<file path="src/rtl/mm_ctrl_input_pkg.sv">
// Shared constants for the console/controller input conditioner: raw switch
// bit indices, RIOT PB bit positions and the PB word builder.
package mm_ctrl_input_pkg;

  localparam int unsigned NUM_JOY = 8;
  localparam int unsigned NUM_SW  = 5;
  localparam int unsigned NUM_RAW = NUM_JOY + NUM_SW;

  localparam int unsigned SW_RESET  = 0;
  localparam int unsigned SW_SELECT = 1;
  localparam int unsigned SW_COLOR  = 2;
  localparam int unsigned SW_P0DIFF = 3;
  localparam int unsigned SW_P1DIFF = 4;

  localparam int unsigned PB_RESET  = 0;
  localparam int unsigned PB_SELECT = 1;
  localparam int unsigned PB_COLOR  = 3;
  localparam int unsigned PB_P0DIFF = 6;
  localparam int unsigned PB_P1DIFF = 7;

  localparam logic [7:0] PB_UNUSED_MASK = 8'b0011_0100;

  // Unused PB positions read as released (1); switch bits keep their active-low sense.
  function automatic logic [7:0] pb_map(input logic [NUM_SW-1:0] sw);
    logic [7:0] pb;
    pb            = PB_UNUSED_MASK;
    pb[PB_RESET]  = sw[SW_RESET];
    pb[PB_SELECT] = sw[SW_SELECT];
    pb[PB_COLOR]  = sw[SW_COLOR];
    pb[PB_P0DIFF] = sw[SW_P0DIFF];
    pb[PB_P1DIFF] = sw[SW_P1DIFF];
    return pb;
  endfunction

endpackage

</file>
<file path="src/rtl/mm_ctrl_input_debounce.sv">
// Single-bit conditioner: 2-flop synchroniser, tick-sampled history and the
// accepted output level. CHG_BIT flags that Q flips on this edge.
module mm_debounce_bit #(
  parameter int unsigned STABLE = 4
) (
  input  logic CLK,
  input  logic RES,
  input  logic TICK,
  input  logic D,
  output logic Q,
  output logic CHG_BIT
);

  logic [1:0]        sync;
  logic [STABLE-2:0] hist;
  logic [STABLE-1:0] win;

  // Only the newest STABLE-1 samples are stored; the current synchronised
  // sample completes the STABLE-wide window.
  always_comb begin
    win     = {hist, sync[1]};
    CHG_BIT = 1'b0;
    if (TICK) begin
      CHG_BIT = ((&win) && !Q) || (!(|win) && Q);
    end
  end

  always_ff @(posedge CLK) begin
    if (RES) begin
      sync <= '1;
      hist <= '1;
      Q    <= 1'b1;
    end else begin
      sync <= {sync[0], D};
      if (TICK) begin
        hist <= win[STABLE-2:0];
        if (CHG_BIT) begin
          Q <= ~Q;
        end
      end
    end
  end

endmodule

</file>
<file path="src/rtl/mm_ctrl_input.sv">
// Console/controller input conditioner: debounces 13 raw active-low contacts
// and presents them as RIOT PA/PB words plus a one-cycle change strobe.
module mm_ctrl_input
  import mm_ctrl_input_pkg::*;
#(
  parameter int unsigned TICK_DIV = 16,
  parameter int unsigned STABLE   = 4
) (
  input  logic       CLK,
  input  logic       RES,
  input  logic [7:0] JOY_N,
  input  logic [4:0] SW_N,
  output logic [7:0] PA_IN,
  output logic [7:0] PB_IN,
  output logic       CHG
);

  localparam int unsigned CNT_W = (TICK_DIV > 1) ? $clog2(TICK_DIV) : 1;

  logic [CNT_W-1:0]   count;
  logic               tick;
  logic [NUM_RAW-1:0] raw;
  logic [NUM_RAW-1:0] q;
  logic [NUM_RAW-1:0] chg_bit;

  assign tick = (count == CNT_W'(TICK_DIV - 1));

  always_ff @(posedge CLK) begin
    if (RES || tick) begin
      count <= '0;
    end else begin
      count <= count + 1'b1;
    end
  end

  assign raw = {SW_N, JOY_N};

  for (genvar i = 0; i < NUM_RAW; i++) begin : g_bit
    mm_debounce_bit #(.STABLE(STABLE)) u_bit (
      .CLK     (CLK),
      .RES     (RES),
      .TICK    (tick),
      .D       (raw[i]),
      .Q       (q[i]),
      .CHG_BIT (chg_bit[i])
    );
  end

  assign PA_IN = q[NUM_JOY-1:0];
  assign PB_IN = pb_map(q[NUM_RAW-1:NUM_JOY]);

  // Registered alongside the output flip, so CHG is high in the same cycle the new level is visible.
  always_ff @(posedge CLK) begin
    if (RES) begin
      CHG <= 1'b0;
    end else begin
      CHG <= |chg_bit;
    end
  end

endmodule

</file>
<file path="config.mk">
export PLATFORM = sky130hd
export DESIGN_NAME = mm_ctrl_input
export DESIGN_NICKNAME = d
export VERILOG_FILES = /design/src/rtl/mm_ctrl_input_pkg.sv /design/src/rtl/mm_ctrl_input_debounce.sv /design/src/rtl/mm_ctrl_input.sv
export SDC_FILE = /design/constraint.sdc
export NUM_CORES = 1
export LEC_CHECK = 0
export ABC_AREA = 1
export CORE_ASPECT_RATIO = 1.1
export CORE_MARGIN = 2
export CORE_UTILIZATION = 52
export CTS_CLUSTER_SIZE = 14
export DETAILED_ROUTE_END_ITERATION = 7
export PLACE_DENSITY = 0.73
export SYNTH_ARGS = -nofsm -noshare
export SYNTH_HDL_FRONTEND = slang
export SYNTH_HIERARCHICAL = 1
export SYNTH_SLANG_ARGS = --single-unit
</file>
<file path="constraint.sdc">
create_clock -name CLK -period 7.1 [get_ports CLK]
set_input_delay 1.42 -clock CLK [delete_from_list [all_inputs] [get_ports CLK]]
set_output_delay 1.42 -clock CLK [all_outputs]
set_load 0.005 [all_outputs]
</file>
* Yosys cells after proc, flatten, opt, wreduce, memory -nomap -nowiden
Cells that the tools add are included.
** Word-level totals
- Register bits :: 83
- Bits of input ports :: 15
** Operators by class
- Reductions and logical operators :: 106
- Bitwise operators :: 13
- $add $sub $neg :: 1
- Eq/ne operators :: 1
- Muxes and demuxes :: 13
** Operators with widths (count)
- $reduce_and 4->1 :: 13
- $reduce_or 4->1 :: 13
- $logic_and 1x1->1 :: 26
- $logic_not 1->1 :: 26
- $reduce_and 2->1 :: 13
- $logic_or 1x1->1 :: 14
- $mux 1 :: 13
- $not 1->1 :: 13
- $reduce_or 13->1 :: 1
- $add 4x1->4 const B :: 1
- $eq 4x4->1 const B :: 1

* Depth between registers and ports, before layout
- Depth in word-level cells :: 6
- Gate-level depth with buffers :: 9

* Cells and area by module
The synthesis kept the hierarchy.
** By module, submodules not included
- mm_debounce_bit :: cells an instance 34, instances 13, sequential area each 120.1 µm², area each 245.2 µm²
- mm_ctrl_input :: cells an instance 35, instances 1, sequential area each 100.1 µm², area each 252.7 µm²

* Worst setup path before layout
OpenSTA, ideal clock, no wires.
- Kind :: register to register
- From :: reg count[0]
- To :: reg CHG
- Setup slack :: 3.708 ns
- Period minus slack after synthesis :: 3.392 ns
- Library setup time :: 0.070 ns
- Buffers on the path :: 0
- Required time :: 7.030 ns
- Cell stages (with the launch flop) :: 10
- Arrival :: 3.323 ns
- Path through :: dfxtp_1 > ha_1 > nand2_2 > nor2_1 > inv_1 > nor2_1 > nor2_1 > nand2_1 > nor2_1 > a21oi_1
** Between the ends
- Longest elaborated chain between the ends :: 3
- Elaborated cells on any way between the ends :: 15
** Ends and longest elaborated chain
- start: declaration :: line mm_ctrl_input.sv:20 : logic [CNT_W-1:0] count;
- start signal: assignment :: line mm_ctrl_input.sv:32 : count <= count + 1'b1;
- $eq 4x4->1 :: line mm_ctrl_input.sv:26 : assign tick = (count == CNT_W'(TICK_DIV - 1));
- via tick :: line mm_ctrl_input.sv:21 : logic tick;
- $mux 1 :: line mm_ctrl_input_debounce.sv:23 : if (TICK) begin
- via chg_bit[9] :: line mm_ctrl_input.sv:24 : logic [NUM_RAW-1:0] chg_bit;
- $reduce_or 13->1 :: line mm_ctrl_input.sv:57 : CHG <= |chg_bit;
- end signal: assignment :: line mm_ctrl_input.sv:57
- end: declaration :: line mm_ctrl_input.sv:15 : output logic CHG
The timed path passes the listed nets, and every way through them passes these cells.
A chain may end at the register's enable or synchronous reset.

* Worst setup path in the final report
- From :: reg g_bit[6].u_bit.Q
- To :: out PA_IN[6]
** RTL lines
- start: declaration :: line mm_ctrl_input_debounce.sv:10 : output logic Q,
- start signal: assignment :: line mm_ctrl_input_debounce.sv:38 : Q <= ~Q;
- end: declaration :: line mm_ctrl_input.sv:13 : output logic [7:0] PA_IN,
No word-level cell between the ends.

==> out/metrics.csv <==
metric;value;unit
layout_common_cells;nand2_1 (134), dfxtp_1 (83), inv_1 (67), nand3_1 (53), nor2_1 (50);
grt-ovfl-total;0;
grt_max_degree;43;
place_ws;4.49;ns
whs;0.406;ns
comb_power_share;0.033;
routed_wl;5830;um
cpPeakStageDelay;0.53;ns
hp-class;flip-flop to flip-flop;
clockRootBuffer;clkbuf_8;
path_buf_inv;1;
leakagePower;1.93;nW
crit_type;flip-flop to output pin;
cts_tree;yes;
numCtsBuffers;9;
vias;2874;
port_buffers;28;
ant_nets;0;
cts_max_level;3;
firstDrtPassIters;4;
hold_viol_final;0;
final_common_cell;nand2_1;
first_global_vias;2473;
power.internal;0.000678;W
crit_path_end_kind;output pin;
die_h;89.3;um
startpoint_type;flip-flop;
max_slew_margin;0.558;
max_freq;380;MHz
finalWeightedCongestion;0.839;
cts_setup_buffers;0;
seq_power_share;0.562;
critPathSlowestCell;clkdlybuf4s50_1;
fp-row-count;31;
drt-initial-drc-count;164;
maxCapViolations;0;
p_sw;0.000172;W
setup_ws;4.47;ns
clk_latency;0.33;ns
fin_crit;2.63;ns
crit_required;5.68;ns
vias_per_cell;4.76;
hold_buffers;0;
drt_drc_violations_left;0;
cts.sinks;83;
sw_frac_of_total;0.202;
path_cells;clkdlybuf4s50_1;
finalMaxSlewViolations;0;
die_area;0.00728;mm2
avgSynthCellArea;7.21;um2
p_per_area;210;mW/mm2
detail_route.wl_per_cell;9.65;um
clockBufferDepth;2;
netlist_instances;477;
postCtsResizedCells;0;
area_delta_synth_final;17.5;%
power_frac_clock;0.405;
hpwlAfterDp;4090;um
synth-warning-count;6;
die_w;81.6;um
fillCellCount;586;
crit_family;buffers and inverters;
drive_gt1_frac;0.115;
antenna_cells;0;
cp.arrival;1.21;ns
core_area;0.00648;mm2
grt_pass1_wl;10200;um
tns;0;ns
critPathMaxFanout;3;
grt_util_all_layers;0.177;
ys_types;16;
tightest_slew;0.661;ns
final_nets;533;
status;completed;
irDropWorstVdd;0.119;mV
yosysSeqAreaShare;0.483;
setup_viol_count_final;0;
io_pins;32;
start_util;0.531;
clk_pin_slew_worst_paths;0.08;ns
grt_antenna_before_repair;0;
post-route-period-util;0.371;
synth_area;0.00344;mm2
clock_skew;0.00635;ns
synth-seq-cells;83;
rsz0062_at_grt;no;
==> power by group through the flow <==
stage	logic (W)	clock network [W]	registers [W]
floorplan	0.0000161	0	0.000488
global placement	0.0000277	0	0.000489
detailed placement	0.0000281	0	0.000489
CTS	0.0000283	0.000355	0.000478
global route	0.0000320	0.000379	0.000479
finish	0.0000279	0.000344	0.000478
==> final timing paths <==
path	from	endpoint	slack [ns]	cells after the start
setup reg to reg	count[0]	CHG	4.75	10
hold / removal	g_bit[12].u_bit/sync[0]	g_bit[12].u_bit/sync[1]	0.41	1
hold reg to reg	g_bit[12].u_bit/sync[0]	g_bit[12].u_bit/sync[1]	0.41	1
setup / recovery	g_bit[6].u_bit/Q	PA_IN[6]	4.47	1
==> kinds of logic after synthesis <==
kind of cell / after synthesis / share of synthesized area
and+or+nand+nor: 293 / 0.379
AOI/OAI and AO/OA: 29 / 0.0535
buffers and inverters: 70 / 0.0796
adders and majority gates: 1 / 0.00364
DFF: 83 / 0.483
other: 1 / 0.00109
==> stage by stage <==
| stage | power (W) | util | cell area [um2] | instances |
|---|---|---|---|---|
| 2_1_floorplan | 0.000504 | - | 3450 | 479 |
| 3_3_place_gp | 0.000516 | 0.591 | 3830 | 588 |
| 3_5_place_dp | 0.000517 | 0.591 | 3830 | 588 |
| 4_1_cts | 0.000861 | 0.624 | 4040 | 604 |
| 5_1_grt | 0.000890 | 0.624 | 4040 | 604 |
| 6_report | 0.000850 | 0.624 | 4040 | 604 |
==> cell usage after synthesis <==
cell type	number	area share
inv_1	67	0.073
nand2_1	134	0.15
nand2_2	14	0.025
o21bai_2	1	0.0033
nor2_1	51	0.056
nand3_1	53	0.077
o21ai_1	13	0.019
ha_1	1	0.0036
nand4_1	14	0.025
nor3b_1	1	0.0022
dfxtp_1	83	0.48
a21oi_1	2	0.0029
or2_2	26	0.047
buf_4	3	0.0065
conb_1	1	0.0011
o21bai_1	13	0.028
==> layer usage <==
| layer | global-route usage | vias to the layer above | wire (um) |
|---|---|---|---|
| met4 | 0.0786 | 0 | 76 |
| met5 | 0 | - | 0 |
| met2 | 0.288 | 32 | 2830 |
| met1 | 0.231 | 1280 | 2770 |
| met3 | 0.0303 | 5 | 154 |
| li1 | - | 1557 | - |
==> registers in the layout, summed over array words and instances (netlist names) <==
name              cells
g_bit.u_bit/hist     39
CHG                   1
count                 4
g_bit.u_bit/sync     26
g_bit.u_bit/Q        13
==> area by class of cell <==
cell class / count / area, um2 / area share
clock buffers: 12 / 165 / 0.0408
repair buffers: 30 / 295 / 0.0730
multi-input cells: 326 / 1520 / 0.376
inverters: 67 / 251 / 0.0622
flip-flops and latches: 83 / 1660 / 0.411
well taps: 82 / 103 / 0.0254
clock inverters: 4 / 47.5 / 0.0118
No activity file was read; power rests on OpenSTA's default activity.
